## src/rtl/apb_pkg.sv

```systemverilog
// Shared definitions for the APB memory slave: FSM states, response codes
// and the byte-offset width helper.
package apb_pkg;

  typedef enum logic [1:0] {
    IDLE   = 2'd0,
    WAIT   = 2'd1,
    ACCESS = 2'd2
  } apb_state_e;

  localparam logic RESP_OKAY  = 1'b0;
  localparam logic RESP_ERROR = 1'b1;

  // Number of low address bits that select a byte within one data word.
  function automatic int offset_width(input int data_width);
    return (data_width <= 8) ? 0 : $clog2(data_width / 8);
  endfunction

endpackage

```

## src/rtl/apb_mem_slave_if.sv

```systemverilog
// APB4 bus bundle between the bridge (master) and a memory slave.
//
// Handshake: a transfer starts with one setup cycle (psel=1, penable=0),
// then holds psel=1, penable=1 and all request fields stable until the
// slave raises pready; the transfer completes on the rising pclk edge where
// psel & penable & pready are all 1. pslverr and prdata are only meaningful
// in that completing cycle.
interface apb_mem_slave_if #(
  parameter int DATA_WIDTH = 32,
  parameter int ADDR_WIDTH = 8
) ();

  logic                    psel;
  logic                    penable;
  logic                    pwrite;
  logic [ADDR_WIDTH-1:0]   paddr;
  logic [DATA_WIDTH-1:0]   pwdata;
  logic [DATA_WIDTH/8-1:0] pstrb;
  logic                    pready;
  logic [DATA_WIDTH-1:0]   prdata;
  logic                    pslverr;

  modport master (
    output psel, penable, pwrite, paddr, pwdata, pstrb,
    input  pready, prdata, pslverr
  );

  modport slave (
    input  psel, penable, pwrite, paddr, pwdata, pstrb,
    output pready, prdata, pslverr
  );

endinterface

```

## src/rtl/apb_strb_mem.sv

```systemverilog
// Word-organised storage with per-byte-lane write strobes, a combinational
// read port, and reset initialisation of every word to its own index.
module apb_strb_mem #(
  parameter int DATA_WIDTH = 32,
  parameter int DEPTH      = 64,
  parameter int AW         = 6
) (
  input  logic                    clk,
  input  logic                    rst,
  input  logic                    we,
  input  logic [AW-1:0]           widx,
  input  logic [DATA_WIDTH-1:0]   wdata,
  input  logic [DATA_WIDTH/8-1:0] wstrb,
  input  logic [AW-1:0]           ridx,
  output logic [DATA_WIDTH-1:0]   rdata
);

  localparam int LANES = DATA_WIDTH / 8;

  logic [DATA_WIDTH-1:0] mem [DEPTH];

  // Reset loads word i with i; otherwise strobed lanes take the write data.
  always_ff @(posedge clk or posedge rst) begin
    if (rst) begin
      for (int i = 0; i < DEPTH; i++) mem[i] <= DATA_WIDTH'(i);
    end else if (we && ({1'b0, widx} < (AW+1)'(DEPTH))) begin
      for (int b = 0; b < LANES; b++) begin
        if (wstrb[b]) mem[widx][8*b +: 8] <= wdata[8*b +: 8];
      end
    end
  end

  // Indices past DEPTH read as zero rather than an undefined word.
  always_comb begin
    rdata = '0;
    if ({1'b0, ridx} < (AW+1)'(DEPTH)) rdata = mem[ridx];
  end

endmodule

```

## src/rtl/apb_mem_slave.sv

```systemverilog
// APB4 memory slave: setup/wait/access FSM, wait-state counter, address
// decode with error response, and the registered read-data path.
module apb_mem_slave
  import apb_pkg::*;
#(
  parameter int DATA_WIDTH  = 32,
  parameter int ADDR_WIDTH  = 8,
  parameter int DEPTH       = 64,
  parameter int WAIT_STATES = 0
) (
  input  logic                 pclk,
  input  logic                 preset,
  apb_mem_slave_if.slave       bus,
  output apb_state_e           dbg_state
);

  localparam int OFF_W  = offset_width(DATA_WIDTH);
  localparam int IDX_W  = ADDR_WIDTH - OFF_W;
  localparam int MEM_AW = (DEPTH > 1) ? $clog2(DEPTH) : 1;
  localparam int LANES  = DATA_WIDTH / 8;
  localparam logic [ADDR_WIDTH-1:0] OFF_MASK = ADDR_WIDTH'((1 << OFF_W) - 1);

  apb_state_e            state;
  logic [3:0]            cnt;
  logic [MEM_AW-1:0]     lat_idx;
  logic                  lat_write;
  logic [DATA_WIDTH-1:0] lat_wdata;
  logic [LANES-1:0]      lat_strb;
  logic                  lat_err;
  logic [DATA_WIDTH-1:0] prdata_q;

  logic [IDX_W-1:0]      idx;
  logic                  addr_err;
  logic                  mem_we;
  logic [DATA_WIDTH-1:0] mem_rdata;

  // Address decode on the live bus: word index, misalignment and range check.
  assign idx      = bus.paddr[ADDR_WIDTH-1:OFF_W];
  assign addr_err = (|(bus.paddr & OFF_MASK)) || ({1'b0, idx} >= (IDX_W+1)'(DEPTH));

  // Commit only in a genuine access cycle of a non-error write.
  assign mem_we = (state == ACCESS) && bus.psel && bus.penable &&
                  lat_write && (lat_err == RESP_OKAY);

  apb_strb_mem #(
    .DATA_WIDTH(DATA_WIDTH),
    .DEPTH     (DEPTH),
    .AW        (MEM_AW)
  ) u_mem (
    .clk  (pclk),
    .rst  (preset),
    .we   (mem_we),
    .widx (lat_idx),
    .wdata(lat_wdata),
    .wstrb(lat_strb),
    .ridx (idx[MEM_AW-1:0]),
    .rdata(mem_rdata)
  );

  // Transfer FSM with request latches, wait counter and read-data register.
  always_ff @(posedge pclk or posedge preset) begin
    if (preset) begin
      state     <= IDLE;
      cnt       <= '0;
      lat_idx   <= '0;
      lat_write <= 1'b0;
      lat_wdata <= '0;
      lat_strb  <= '0;
      lat_err   <= RESP_OKAY;
      prdata_q  <= '0;
    end else begin
      case (state)
        IDLE: begin
          if (bus.psel && !bus.penable) begin
            lat_idx   <= idx[MEM_AW-1:0];
            lat_write <= bus.pwrite;
            lat_wdata <= bus.pwdata;
            lat_strb  <= bus.pstrb;
            lat_err   <= addr_err ? RESP_ERROR : RESP_OKAY;
            cnt       <= 4'(WAIT_STATES);
            if (!bus.pwrite) prdata_q <= addr_err ? '0 : mem_rdata;
            state     <= (WAIT_STATES > 0) ? WAIT : ACCESS;
          end
        end
        WAIT: begin
          if (!bus.psel) begin
            state <= IDLE;
          end else if (bus.penable) begin
            cnt <= cnt - 4'd1;
            if (cnt <= 4'd1) state <= ACCESS;
          end
        end
        ACCESS:  state <= IDLE;
        default: state <= IDLE;
      endcase
    end
  end

  assign bus.pready  = (state == ACCESS);
  assign bus.pslverr = (state == ACCESS) ? lat_err : RESP_OKAY;
  assign bus.prdata  = prdata_q;
  assign dbg_state   = state;

endmodule

```

## src/flat_wrapper.sv

```systemverilog
// flat-port wrapper written by rule: the top's interface ports become plain ports
module apb_mem_slave_flat import apb_pkg::*;
#(
  parameter int DATA_WIDTH  = 32,
  parameter int ADDR_WIDTH  = 8,
  parameter int DEPTH       = 64,
  parameter int WAIT_STATES = 0
)
  (pclk, preset, dbg_state, bus_psel, bus_penable, bus_pwrite, bus_paddr, bus_pwdata, bus_pstrb, bus_pready, bus_prdata, bus_pslverr);
  apb_mem_slave_if #(.DATA_WIDTH(DATA_WIDTH), .ADDR_WIDTH(ADDR_WIDTH)) bus_i ();
  input  logic pclk;
  input  logic preset;
  output apb_state_e dbg_state;
  input wire logic [$bits(bus_i.psel)-1:0] bus_psel;
  input wire logic [$bits(bus_i.penable)-1:0] bus_penable;
  input wire logic [$bits(bus_i.pwrite)-1:0] bus_pwrite;
  input wire logic [$bits(bus_i.paddr)-1:0] bus_paddr;
  input wire logic [$bits(bus_i.pwdata)-1:0] bus_pwdata;
  input wire logic [$bits(bus_i.pstrb)-1:0] bus_pstrb;
  output wire logic [$bits(bus_i.pready)-1:0] bus_pready;
  output wire logic [$bits(bus_i.prdata)-1:0] bus_prdata;
  output wire logic [$bits(bus_i.pslverr)-1:0] bus_pslverr;
  assign bus_i.psel = bus_psel;
  assign bus_i.penable = bus_penable;
  assign bus_i.pwrite = bus_pwrite;
  assign bus_i.paddr = bus_paddr;
  assign bus_i.pwdata = bus_pwdata;
  assign bus_i.pstrb = bus_pstrb;
  assign bus_pready = bus_i.pready;
  assign bus_prdata = bus_i.prdata;
  assign bus_pslverr = bus_i.pslverr;
  apb_mem_slave #(.DATA_WIDTH(DATA_WIDTH), .ADDR_WIDTH(ADDR_WIDTH), .DEPTH(DEPTH), .WAIT_STATES(WAIT_STATES)) u_core (.pclk(pclk), .preset(preset), .bus(bus_i), .dbg_state(dbg_state));
endmodule
```

## config.mk

```make
export PLATFORM = sky130hd
export DESIGN_NAME = apb_mem_slave_flat
export DESIGN_NICKNAME = d
export VERILOG_FILES = /design/src/rtl/apb_pkg.sv /design/src/rtl/apb_mem_slave_if.sv /design/src/rtl/apb_strb_mem.sv /design/src/rtl/apb_mem_slave.sv /design/src/flat_wrapper.sv
export SDC_FILE = /design/constraint.sdc
export NUM_CORES = 2
export LEC_CHECK = 0
export ABC_AREA = 1
export CORE_MARGIN = 1
export CORE_UTILIZATION = 40
export CTS_BUF_LIST = sky130_fd_sc_hd__clkbuf_4 sky130_fd_sc_hd__clkbuf_8
export DETAILED_ROUTE_END_ITERATION = 8
export GPL_ROUTABILITY_DRIVEN = 0
export RECOVER_POWER = 25
export REMOVE_ABC_BUFFERS = 1
export SLEW_MARGIN = 20
export SYNTH_ARGS = -nofsm -noshare
export SYNTH_HDL_FRONTEND = slang
export SYNTH_HIERARCHICAL = 1
export SYNTH_SLANG_ARGS = --single-unit
```

## constraint.sdc

```tcl
create_clock -name pclk -period 107.3 [get_ports pclk]
set_clock_uncertainty 0.2 [all_clocks]
set_input_delay 32.19 -clock pclk [delete_from_list [all_inputs] [get_ports pclk]]
set_output_delay 32.19 -clock pclk [all_outputs]
set_load 0.1 [all_outputs]
```

==> results.sh <==
export IMPL_status="finished with violations"
export IMPL_violations="capacitance limit, slew limit"
export IMPL_period_needed_ns=46.47
export IMPL_dieArea_sq_um=242600
export IMPL_start_kind="input pin"
export IMPL_fin_crit_sh=0.4331
export IMPL_ys_types=19
export IMPL_hp_class="reg2reg"
export IMPL_via_count=84090
export IMPL_max_clock_path_buffers=4
export IMPL_fillCellCount=23610
export IMPL_final_nets=11750
export IMPL_core_area_sq_um=238500
export IMPL_final_area_sq_um=106400
export IMPL_finalHoldViolations=0
export IMPL_synth_simple_area_share=0.2915
export IMPL_comb_power_share=0.089
export IMPL_wl_um=325100
export IMPL_grt_max_degree=216
export IMPL_yosys_warnings=6
export IMPL_path_clk_slew_ns=0.06
export IMPL_viasPerCell=5.545
export IMPL_synth_compound_area_frac=0.1065
export IMPL_setup_viol=0
export IMPL_place_area_sq_um=98130
export IMPL_pwr_share_clk=0.459
export IMPL_io_pins=85
export IMPL_tightest_slew_ns=9.218
export IMPL_drv_cap=17
export IMPL_cts_resized=0
export IMPL_dp_hpwl_um=185900
export IMPL_holdWs_ns=0.2803
export IMPL_r2r_slack_ns=100.37
export IMPL_rsz0062_at_grt="no"
export IMPL_wl_per_cell_um=21.44
export IMPL_grt_usage=0.2647
export IMPL_power_mw=1.799
export IMPL_cts_inserted_buffers=385
export IMPL_powerDensity_nw_per_um2=16.90
export IMPL_netlist_instances=12030
export IMPL_htree_levels=5
export IMPL_seqPwrFrac=0.453
export IMPL_drive_above_1_share=0.09187
export IMPL_crit_type="in2async"
export IMPL_clock_latency_ns=1.13
export IMPL_dp_cells=14480
export IMPL_intPower_mw=1.315
export IMPL_cts_root_buf="clkbuf_8"
export IMPL_hold_buffers=0
export IMPL_critPathRequiredTime_ns=105.94
export IMPL_worstHoldPathCells=2
export IMPL_die_w_um=492.6
export IMPL_reg2regPathDepth=7
export IMPL_synth_xor_area_frac=0
export IMPL_grt_pass1_wl_um=497900
export IMPL_post_cts_buffers=0
export IMPL_swShare=0.2687
export IMPL_grt_pass1_vias=80450
export IMPL_die_y_um=492.6
export IMPL_finish_utilization=0.4463
export IMPL_dp_slack_ns=68.99
export IMPL_path_max_fanout=179
export IMPL_rows=179
export IMPL_max_vdd_ir_drop_mv=0.01448
export IMPL_grt_antenna_before_repair=17
export IMPL_ant_nets=0
export IMPL_syn_avg_cell_area_sq_um=8.003
export IMPL_arrival_ns=45.12
export IMPL_yosys_area_share_adder=0
export IMPL_drc=0
export IMPL_stdcell_count=15170
export IMPL_overflow=0
export IMPL_r2r_start="u_core/dbg_state[1]"
export IMPL_max_freq_ghz=0.02152
export IMPL_first_pass_iters=8
export IMPL_p_leak_nw=46.18
export IMPL_crit_path_end_kind="asynchronous set/reset pin"
export IMPL_synth_top_family_by_area="simple AND/OR/NAND/NOR gates"
export IMPL_syn_cell_area_sq_um=96260
export IMPL_ys_seq_area_frac=0.5549
export IMPL_switching_power_mw=0.4832
export IMPL_initial_core_util=0.4036
export IMPL_first_iter_violations=9562
export IMPL_r2r_end="u_core/u_mem/mem[1897]"
export IMPL_min_from="u_core/bus.prdata[11]"
export IMPL_tns_ns=0
export IMPL_clock_sinks=2125
export IMPL_synthToLayoutAreaGrowth_pct=10.57
export IMPL_cts_tree="yes"
export IMPL_slew_viol_final=1202
export IMPL_max_slew_margin=-5.145
export IMPL_port_buffers=83
export IMPL_setup_ws_ns=60.83
export IMPL_yosys_register_bits=2125
export IMPL_min_to="u_core/bus.prdata[11]"
export IMPL_muxShareOfSynthArea=0
## area by class of cell
cell class / count / area (sq um) / area share
Tap cell: 3167 / 3963 / 0.03723
Clock buffer: 628 / 7861 / 0.07386
Timing Repair Buffer: 218 / 1891 / 0.01776
Inverter: 89 / 361.6 / 0.003397
Clock inverter: 45 / 475.5 / 0.004467
Antenna cell: 15 / 37.54 / 0.0003526
Multi-Input combinational cell: 8879 / 38440 / 0.3611
Sequential cell: 2125 / 53420 / 0.5018
## critical path, cell delays in order
cell           delay, ns
dlygate4sd3_1       0.58
clkinvlp_2          3.06
clkbuf_1            2.28
clkbuf_1            6.57
## cell usage in the layout, fill, tap and decap left out, drive strengths merged, types with 15 or more instances in the layout
cell type / count
buf: 127
clkbuf: 642
clkdlybuf4s50: 75
clkinv: 31
dfrtp: 1933
dfstp: 192
diode: 15
inv: 88
nand2: 4834
nand3: 1895
nor2: 100
o21ai: 2048
## how the worst max path moves through the flow
stage	from	slack [ns]	cells past startpoint	to
finish	preset	60.83	4	u_core/u_mem/mem[126]
global route	preset	58.02	4	u_core/u_mem/mem[154]
CTS	preset	70.15	7	u_core/u_mem/mem[1447]
detailed placement	preset	68.99	7	u_core/u_mem/mem[1795]
global placement	bus_paddr[2]	69.09	18	u_core/bus.prdata[19]
floorplan	preset	17.38	1	u_core/u_mem/mem[1000]
## kinds of logic (layout without fill, tap and decap cells)
logic type | Yosys count | in the layout
simple gates | 6830 | 6830
flops | 2125 | 2125
compound gates | 2048 | 2048
buf+inv | 1025 | 980
other cells | 1 | 16
## registers in the layout, indices dropped and copies added, names as in the netlist
register,flops
u_core/bus.prdata,32
u_core/dbg_state,1
u_core/lat_err,1
u_core/lat_idx,6
u_core/lat_strb,4
u_core/lat_wdata,32
u_core/lat_write,1
u_core/u_mem/mem,2048
## synthesized netlist by cell type, drive strengths merged
cell type	n	area [sq um]
buf	512	2608
clkbuf	424	1592
clkinv	32	120.1
conb	1	3.750
dfrtp	1933	48370
dfstp	192	5045
inv	57	214.0
nand2	4834	18170
nand3	1895	9484
nor2	100	397.9
nor3	1	5.000
o21ai	2048	10250
## power groups by stage
stage / sequential, mW / clock (mW) / combinational, mW
floorplan: 0.835 / 0 / 0.0700
global placement: 0.828 / 0 / 0.157
detailed placement: 0.828 / 0 / 0.158
CTS: 0.814 / 0.839 / 0.158
global route: 0.814 / 0.875 / 0.170
finish: 0.814 / 0.825 / 0.160
## routing by layer
| layer | part of all wire | track usage | vias to the layer above |
|---|---|---|---|
| met5 | 0.00042 | 0 | - |
| met4 | 0.042 | 0.1150 | 10 |
| met3 | 0.086 | 0.05574 | 677 |
| met2 | 0.45 | 0.4038 | 3534 |
| met1 | 0.43 | 0.3633 | 41070 |
| li1 | - | - | 38800 |
(Power assumes the default switching activity.)
